==> src/rtl/clk_div_ratio_ctrl_if.sv <==
// Ratio-change bus between the requesters/register file and the controller.
// Handshake: a requester raises i_req_x and holds it, with i_ratio_x stable,
// until it sees o_ack_x high for exactly one cycle. It drops i_req_x in the
// cycle after the ack. There is no backpressure on the ack.
interface clk_div_ratio_ctrl_if;
  logic       i_en;
  logic       i_req_a;
  logic [7:0] i_ratio_a;
  logic       o_ack_a;
  logic       i_req_b;
  logic [7:0] i_ratio_b;
  logic       o_ack_b;
  logic [7:0] o_div_ratio;
  logic       o_clk_en;
  logic       o_busy;

  modport master (
    output i_en, i_req_a, i_ratio_a, i_req_b, i_ratio_b,
    input  o_ack_a, o_ack_b, o_div_ratio, o_clk_en, o_busy
  );

  modport slave (
    input  i_en, i_req_a, i_ratio_a, i_req_b, i_ratio_b,
    output o_ack_a, o_ack_b, o_div_ratio, o_clk_en, o_busy
  );
endinterface

==> src/rtl/clk_div_ratio_ctrl.sv <==
// Round-robin sequencer for divider ratio changes. Each change gates the
// divider off for GATE_CYC cycles, loads the new ratio, re-enables it, waits
// one full divided period and then acknowledges the requester.
module clk_div_ratio_ctrl #(
  parameter int unsigned GATE_CYC  = 2,
  parameter logic [7:0]  DEF_RATIO = 8'd8
) (
  input  logic                 i_ref_clk,
  input  logic                 i_rst,
  clk_div_ratio_ctrl_if.slave  bus,
  output logic [2:0]           o_state
);

  typedef enum logic [2:0] {
    S_IDLE   = 3'd0,
    S_GATE   = 3'd1,
    S_LOAD   = 3'd2,
    S_SETTLE = 3'd3,
    S_ACK    = 3'd4
  } state_t;

  localparam int CNT_W = (GATE_CYC > 256) ? $clog2(GATE_CYC) : 8;
  localparam logic [CNT_W-1:0] GATE_LOAD = CNT_W'(GATE_CYC - 1);
  localparam logic [CNT_W-1:0] CNT_ONE   = CNT_W'(1);

  state_t           state, state_n;
  logic [CNT_W-1:0] cnt, cnt_n;
  logic [7:0]       ratio_q, ratio_n;
  logic             grant_b, grant_n;
  logic             rr_b, rr_n;
  // Blocks arbitration in the first IDLE cycle after an ack so a requester's
  // stale (not yet dropped) request is never granted twice.
  logic             skip, skip_n;
  logic [7:0]       div_ratio, div_ratio_n;
  logic             clk_en, clk_en_n;
  logic             ack_a, ack_a_n;
  logic             ack_b, ack_b_n;
  logic             busy, busy_n;
  logic             pick_b;
  logic [7:0]       pick_ratio;

  // Next-state and registered-output logic.
  always_comb begin
    state_n     = state;
    cnt_n       = cnt;
    ratio_n     = ratio_q;
    grant_n     = grant_b;
    rr_n        = rr_b;
    skip_n      = skip;
    div_ratio_n = div_ratio;
    clk_en_n    = clk_en;
    ack_a_n     = 1'b0;
    ack_b_n     = 1'b0;
    busy_n      = busy;
    pick_b      = bus.i_req_b && (!bus.i_req_a || rr_b);
    pick_ratio  = pick_b ? bus.i_ratio_b : bus.i_ratio_a;
    case (state)
      S_IDLE: begin
        clk_en_n = bus.i_en;
        busy_n   = 1'b0;
        skip_n   = 1'b0;
        if (!skip && bus.i_en && (bus.i_req_a || bus.i_req_b)) begin
          grant_n = pick_b;
          ratio_n = pick_ratio;
          busy_n  = 1'b1;
          if (pick_ratio == div_ratio) begin
            // Nothing to change: acknowledge without touching the divider.
            state_n  = S_ACK;
            clk_en_n = clk_en;
            ack_a_n  = !pick_b;
            ack_b_n  = pick_b;
          end else begin
            state_n  = S_GATE;
            clk_en_n = 1'b0;
            cnt_n    = GATE_LOAD;
          end
        end
      end
      S_GATE: begin
        clk_en_n = 1'b0;
        if (cnt == '0) state_n = S_LOAD;
        else           cnt_n   = cnt - CNT_ONE;
      end
      S_LOAD: begin
        div_ratio_n = ratio_q;
        clk_en_n    = bus.i_en;
        // Ratios 0 and 1 bypass the divider, so one cycle is a full period.
        cnt_n       = (ratio_q <= 8'd1) ? '0 : CNT_W'(ratio_q - 8'd1);
        state_n     = S_SETTLE;
      end
      S_SETTLE: begin
        clk_en_n = bus.i_en;
        if (cnt == '0) begin
          state_n = S_ACK;
          ack_a_n = !grant_b;
          ack_b_n = grant_b;
        end else begin
          cnt_n = cnt - CNT_ONE;
        end
      end
      S_ACK: begin
        clk_en_n = bus.i_en;
        rr_n     = !grant_b;
        busy_n   = 1'b0;
        skip_n   = 1'b1;
        state_n  = S_IDLE;
      end
      default: state_n = S_IDLE;
    endcase
  end

  // State and output registers with synchronous reset.
  always_ff @(posedge i_ref_clk) begin
    if (i_rst) begin
      state     <= S_IDLE;
      cnt       <= '0;
      ratio_q   <= DEF_RATIO;
      grant_b   <= 1'b0;
      rr_b      <= 1'b0;
      skip      <= 1'b0;
      div_ratio <= DEF_RATIO;
      clk_en    <= 1'b0;
      ack_a     <= 1'b0;
      ack_b     <= 1'b0;
      busy      <= 1'b0;
    end else begin
      state     <= state_n;
      cnt       <= cnt_n;
      ratio_q   <= ratio_n;
      grant_b   <= grant_n;
      rr_b      <= rr_n;
      skip      <= skip_n;
      div_ratio <= div_ratio_n;
      clk_en    <= clk_en_n;
      ack_a     <= ack_a_n;
      ack_b     <= ack_b_n;
      busy      <= busy_n;
    end
  end

  assign bus.o_ack_a     = ack_a;
  assign bus.o_ack_b     = ack_b;
  assign bus.o_div_ratio = div_ratio;
  assign bus.o_clk_en    = clk_en;
  assign bus.o_busy      = busy;
  assign o_state         = state;

endmodule

==> src/flat_wrapper.sv <==
// flat-port wrapper written by rule: the top's interface ports become plain ports
module clk_div_ratio_ctrl_flat 
#(
  parameter int unsigned GATE_CYC  = 2,
  parameter logic [7:0]  DEF_RATIO = 8'd8
)
  (i_ref_clk, i_rst, o_state, bus_i_en, bus_i_req_a, bus_i_ratio_a, bus_i_req_b, bus_i_ratio_b, bus_o_ack_a, bus_o_ack_b, bus_o_div_ratio, bus_o_clk_en, bus_o_busy);
  clk_div_ratio_ctrl_if bus_i ();
  input  logic i_ref_clk;
  input  logic i_rst;
  output logic [2:0] o_state;
  input wire logic [$bits(bus_i.i_en)-1:0] bus_i_en;
  input wire logic [$bits(bus_i.i_req_a)-1:0] bus_i_req_a;
  input wire logic [$bits(bus_i.i_ratio_a)-1:0] bus_i_ratio_a;
  input wire logic [$bits(bus_i.i_req_b)-1:0] bus_i_req_b;
  input wire logic [$bits(bus_i.i_ratio_b)-1:0] bus_i_ratio_b;
  output wire logic [$bits(bus_i.o_ack_a)-1:0] bus_o_ack_a;
  output wire logic [$bits(bus_i.o_ack_b)-1:0] bus_o_ack_b;
  output wire logic [$bits(bus_i.o_div_ratio)-1:0] bus_o_div_ratio;
  output wire logic [$bits(bus_i.o_clk_en)-1:0] bus_o_clk_en;
  output wire logic [$bits(bus_i.o_busy)-1:0] bus_o_busy;
  assign bus_i.i_en = bus_i_en;
  assign bus_i.i_req_a = bus_i_req_a;
  assign bus_i.i_ratio_a = bus_i_ratio_a;
  assign bus_i.i_req_b = bus_i_req_b;
  assign bus_i.i_ratio_b = bus_i_ratio_b;
  assign bus_o_ack_a = bus_i.o_ack_a;
  assign bus_o_ack_b = bus_i.o_ack_b;
  assign bus_o_div_ratio = bus_i.o_div_ratio;
  assign bus_o_clk_en = bus_i.o_clk_en;
  assign bus_o_busy = bus_i.o_busy;
  clk_div_ratio_ctrl #(.GATE_CYC(GATE_CYC), .DEF_RATIO(DEF_RATIO)) u_core (.i_ref_clk(i_ref_clk), .i_rst(i_rst), .bus(bus_i), .o_state(o_state));
endmodule
==> config.mk <==
export PLATFORM = sky130hd
export DESIGN_NAME = clk_div_ratio_ctrl_flat
export DESIGN_NICKNAME = d
export VERILOG_FILES = /design/src/rtl/clk_div_ratio_ctrl_if.sv /design/src/rtl/clk_div_ratio_ctrl.sv /design/src/flat_wrapper.sv
export SDC_FILE = /design/constraint.sdc
export NUM_CORES = 1
export LEC_CHECK = 0
export BUFFER_PORTS_ARGS = -buffer_cell sky130_fd_sc_hd__buf_2
export CAP_MARGIN = 20
export CORE_MARGIN = 3
export CORE_UTILIZATION = 50
export CTS_BUF_LIST = sky130_fd_sc_hd__clkbuf_4 sky130_fd_sc_hd__clkbuf_8 sky130_fd_sc_hd__clkbuf_16
export DETAILED_ROUTE_END_ITERATION = 7
export GPL_ROUTABILITY_DRIVEN = 0
export GPL_TIMING_DRIVEN = 0
export MAX_ROUTING_LAYER = met4
export PLACE_DENSITY = 0.75
export SYNTH_ARGS = -nofsm -noshare
export SYNTH_HDL_FRONTEND = slang
export SYNTH_SLANG_ARGS = --single-unit
==> constraint.sdc <==
create_clock -name i_ref_clk -period 2.2 [get_ports i_ref_clk]
set_input_delay 0 -clock i_ref_clk [delete_from_list [all_inputs] [get_ports i_ref_clk]]
set_output_delay 0 -clock i_ref_clk [all_outputs]
set_load 0.05 [all_outputs]
---- Yosys cells after proc, flatten, opt, wreduce, memory -nomap -nowiden ----
Index checks and enable logic that the tools add are counted.
cells by class
  add/sub/neg operators ................... 2
  $lt $le $gt $ge ......................... 1
  equality and inequality tests ........... 11
  mux-type cells .......................... 25
  reduce and logical (&&, ||, !) cells .... 20
operators by type and width
  cell                 number
  $mux 8               5
  $pmux 8 s3           1
  $sub 8x1->8 const B  2
  $mux 3               4
  $pmux 3 s4           1
  $mux 1               9
  $eq 8x8->1           1
  $le 8x1->1 const B   1
  $logic_not 8->1      1
  $pmux 1 s2           4
  $eq 3x2->1 const B   2
  $ne 2x1->1 const B   3
  $reduce_bool 3->1    2
  $logic_not 1->1      4
  $ne 2x2->1 const B   2
  $reduce_and 2->1     2
  $reduce_and 4->1     1
  $eq 3x1->1 const B   1
  $eq 3x3->1 const B   1
  $logic_and 1x1->1    3
  $logic_not 3->1      1
  $ne 3x3->1 const B   1
  $pmux 1 s3           1
  $reduce_and 3->1     1
  4 further kinds      5
storage, ports and cells
  flip-flop bits (word level) ............. 34
  output and inout port bits .............. 15

---- Logic depth before layout (Yosys ltp) ----
  depth in word-level cells ............... 8
  depth in mapped cells ................... 10
  mapped depth without buffers ............ 8

---- Worst setup path before layout ----
No wires, ideal clock.
  path kind ............................... register -> register
  from .................................... reg u_core.div_ratio[4] (netlist: u_core.bus.o_div_ratio[4])
  to ...................................... reg u_core.state[2] (netlist: u_core.o_state[2])
  setup time .............................. 0.103 ns
  arrival ................................. 2.513 ns
  slack ................................... -0.416 ns
  cell stages (with the launch flop) ...... 8
  path buffers ............................ 0
  period minus slack after synthesis ...... 2.616 ns
  path through ............................ dfxtp_1 -> xnor2_1 -> o221ai_1 -> or4_1 -> a2111oi_4 -> and3_1 -> nand3_1 -> a2111oi_2
between the ends
  cells in the longest elaborated chain, start to end .. 4
ends and longest elaborated chain
  item                      RTL line                   source
  start: declaration        clk_div_ratio_ctrl.sv:34   logic [7:0] div_ratio, div_ratio_n;
  start signal: assignment  clk_div_ratio_ctrl.sv:133  div_ratio <= div_ratio_n;
  $eq 8x8->1                clk_div_ratio_ctrl.sv:66   if (pick_ratio == div_ratio) begin
  $mux 3                    clk_div_ratio_ctrl.sv:66
  $mux 3                    clk_div_ratio_ctrl.sv:62   if (!skip && bus.i_en && (bus.i_req_a || bus.i_req_b)) begin
  $pmux 3 s4                clk_div_ratio_ctrl.sv:57   case (state)
  end signal: assignment    clk_div_ratio_ctrl.sv:127  state <= state_n;
  end: declaration          clk_div_ratio_ctrl.sv:26   state_t state, state_n;
Every way passes these cells. The select of a mux whose other input is x is not followed.
A chain may end at the register's enable or synchronous reset.

---- Worst setup path after layout ----
  from .................................... reg u_core.rr_b
  to ...................................... reg u_core.cnt[4]
between the ends
  cells in the longest elaborated chain, start to end .. 6
ends and longest elaborated chain
  item                               RTL line                   source
  start: declaration                 clk_div_ratio_ctrl.sv:30   logic rr_b, rr_n;
  start signal: assignment           clk_div_ratio_ctrl.sv:131  rr_b <= rr_n;
  $logic_or 1x1->1                   clk_div_ratio_ctrl.sv:55   pick_b = bus.i_req_b && (!bus.i_req_a || rr_b);
  $logic_and 1x1->1                  clk_div_ratio_ctrl.sv:55
  $mux 8                             clk_div_ratio_ctrl.sv:56   pick_ratio = pick_b ? bus.i_ratio_b : bus.i_ratio_a;
  $eq 8x8->1                         clk_div_ratio_ctrl.sv:66
  $ne 2x2->1 (no source line)        --
  $reduce_and 4->1 (no source line)  --
  end signal: assignment             clk_div_ratio_ctrl.sv:128  cnt <= cnt_n;
  end: declaration                   clk_div_ratio_ctrl.sv:27   logic [CNT_W-1:0] cnt, cnt_n;
Every way passes these cells.

==> results.md <==
- Status: complete, but fails checks
- Failing checks: negative setup slack
- DRC Markers: 0
- CTS Buf Count: 5
- Max_cap viols: 0
- Leak: 1.05 nW
- Ordered cell list for the critical path: nand2b_4, nand2_4, or4_4, a2111oi_4, and4_1, buf_6, nor2_1, a211oi_1
- Buf+Inv Stages, Crit Path: 1
- CTS Buffer Depth: 2
- Post-Syn Instances: 255
- Peak VDD IR: 0.000749 V
- Slew HR: 52.8%
- Number of flops mapped to enable cells by yosys: 0
- Max Slew Vio Count: 0
- Synthesized Nets: 280
- Hold Crit Class: in2reg
- Sequential element share of the synthesized area: 33.6%
- Slowest CP cell: or4_4
- Critical Path Source Type: flop
- Cell Area, Synth: 2030 um^2
- Critical Path RT: 2.40 ns
- Placed Cells: 338
- Layout cells sized above 1: 30.3%
- P per Cell Area: 1150 nW/um^2
- Async S/R FF share, synth: 0%
- Setup TNS: -0.0241 ns
- Post-Place Setup Slack: -0.220 ns
- Count of different cell masters after synthesis: 51
- Vias in the first global route: 1838
- Post-DRT Antenna Nets: 0
- Largest net degree at the start of global routing: 12
- Nets: 334
- Seq cells post-synth: 34
- Clk Latency, worst-skew pair: 0.29 ns
- Core area: 3770 um^2
- Post-route insts no fill: 358
- First-pass GRT wire length: 9040 um
- Reg clk slew, reported paths: 0.07 ns
- Htree depth: 2
- Antenna violations before repair: 0
- Site Rows: 22
- Effective utilization at floorplan: 53.7%
- CTS root buf: clkbuf_8
- Routed wire length: 5570 um
- RSZ-0062 raised after global routing: true
- Die height: 69.7 um
- Ant diodes: 0
- Die area: 4850 um^2
- Clk_skew: 0.00723 ns
- Syn. warnings: 0
- # setup viols final: 2
- Hold Vio Cnt, Final: 0
- Setup Crit Path Kind: reg2reg
- Final min period: 2.22 ns
- Top Ports: 36
- FMAX: 451 MHz
- DP Wirelength: 3940 um
- Iteration-0 DRC Markers: 123
- Final worst slack: -0.0186 ns
- Crit share post-route: 101%
- CP max FO: 7
- First-pass DRT Iterations: 4
- CP arrival: 2.42 ns
- Clock sinks: 34
- CTS tree: yes
- Syn Area/Cell: 7.94 um^2
- Vias: 2083
- Worst-Margin Slew: 0.709 ns
- Vias per Instance: 5.82
- Synth top area share: 33.6%
- Final core occ: 69.7%
- Drt wl/cell: 15.5 um
- Max stage delay on crit path: 0.53 ns
- GR Overflow Total: 0
- Die W: 69.7 um
- Synth-to-layout area growth: 29.8%
- I/O Buffers: 34
- Crit end category: flop
- Ys flop type: dfxtp_1
- Cells taking the most area after synthesis: dfxtp_1 34%, nor2_1 6.9%, mux2i_1 4.9%
- Synth area leader: dfxtp_1
- Delay-heaviest family, CP: simple AND/OR/NAND/NOR gates
- Gr usage total: 23.8%
-- tightest hold or removal path: stages --
cell      delay (ns)
buf_2           0.11
nand2_1         0.06
a311oi_1        0.08
-- final cells by class --
class	count	area, um^2
flip-flops and latches	34	694
multi-input cells	189	1350
repair buffers	47	279
fillers	301	1140
plain buffers	13	67.6
well taps	48	60.1
clock inverters	3	40.0
inverters	19	71.3
clock buffers	5	68.8
-- registers in the layout, indices dropped and copies added (netlist names) --
| register | count |
|---|---|
| u_core.bus.o_ack_a | 1 |
| u_core.bus.o_ack_b | 1 |
| u_core.bus.o_busy | 1 |
| u_core.bus.o_clk_en | 1 |
| u_core.bus.o_div_ratio | 8 |
| u_core.cnt | 8 |
| u_core.grant_b | 1 |
| u_core.o_state | 3 |
| u_core.ratio_q | 8 |
| u_core.rr_b | 1 |
| u_core.skip | 1 |
-- kinds of logic after synthesis --
family,Yosys count,share of synthesized area (%)
AOI/OAI and AO/OA,68,24.3
buffers and inverters,32,6.05
xor gates and xnor gates,10,4.32
muxes,10,4.94
DFF,34,33.6
and+or+nand+nor,97,24.3
adders and majority gates,4,2.47
-- layout by cell type, fill, tap and decap left out, types with 8 or more instances in the layout --
master and count:
mux2i_1 10, o22ai_1 9, nor2_1 37, dfxtp_1 25
inv_1 16, dfxtp_2 8, a21oi_1 13, nand2_1 19
o21ai_0 8, buf_2 36
-- per-stage QoR --
stage	power (mW)	hold slack (ns)	instance area, um^2
floorplan	1.91	0.0716	2050
global placement	2.20	0.244	2280
detailed placement	2.22	0.248	2290
CTS	2.89	0.00739	2510
global route	3.24	0.0176	2630
finish	3.04	0.0133	2630
-- where the power goes --
group          total [mW]  internal (mW)  switching (mW)  leakage (nW)
sequential          0.893          0.746           0.147         0.281
combinational        1.58          0.654           0.922         0.710
clock               0.567          0.333           0.233        0.0579
-- final timing paths --
check	from	endpoint	slack (ns)	cells after the start
min	bus_i_ratio_a[4]	u_core.ratio_q[4]	0.01	3
max reg2reg	u_core.rr_b	u_core.cnt[4]	-0.02	8
max	u_core.rr_b	u_core.cnt[4]	-0.02	8
min reg2reg	u_core.skip	u_core.skip	0.48	2
-- per-layer routing --
metal	up-vias	global-route usage, %	part of all wire (%)
li1	1025	-	-
met1	1010	30.5	46
met2	41	38.6	50
met3	7	5.07	3.3
met4	0	5.96	1.1
met5	-	-	0
-- synthesized netlist by cell type, drive strengths merged, types with 7 or more instances --
library cell and number:
o22ai 9, xnor2 8, dfxtp 34, nand2 21, clkbuf 10, a21oi 13, o21ai 11, inv 19
nor2b 7, nor2 38, mux2i 10, a211oi 9
-- timing repair --
item	in CTS	in global routing
setup buffers	4	5
cloned	0	0
hold buffers	4	0
resized for setup	13	25
setup endpoints to repair	20	17
pin swaps	7	16
endpoints found under the hold margin	4	0
Note: power is estimated with default switching activity, not from simulation.
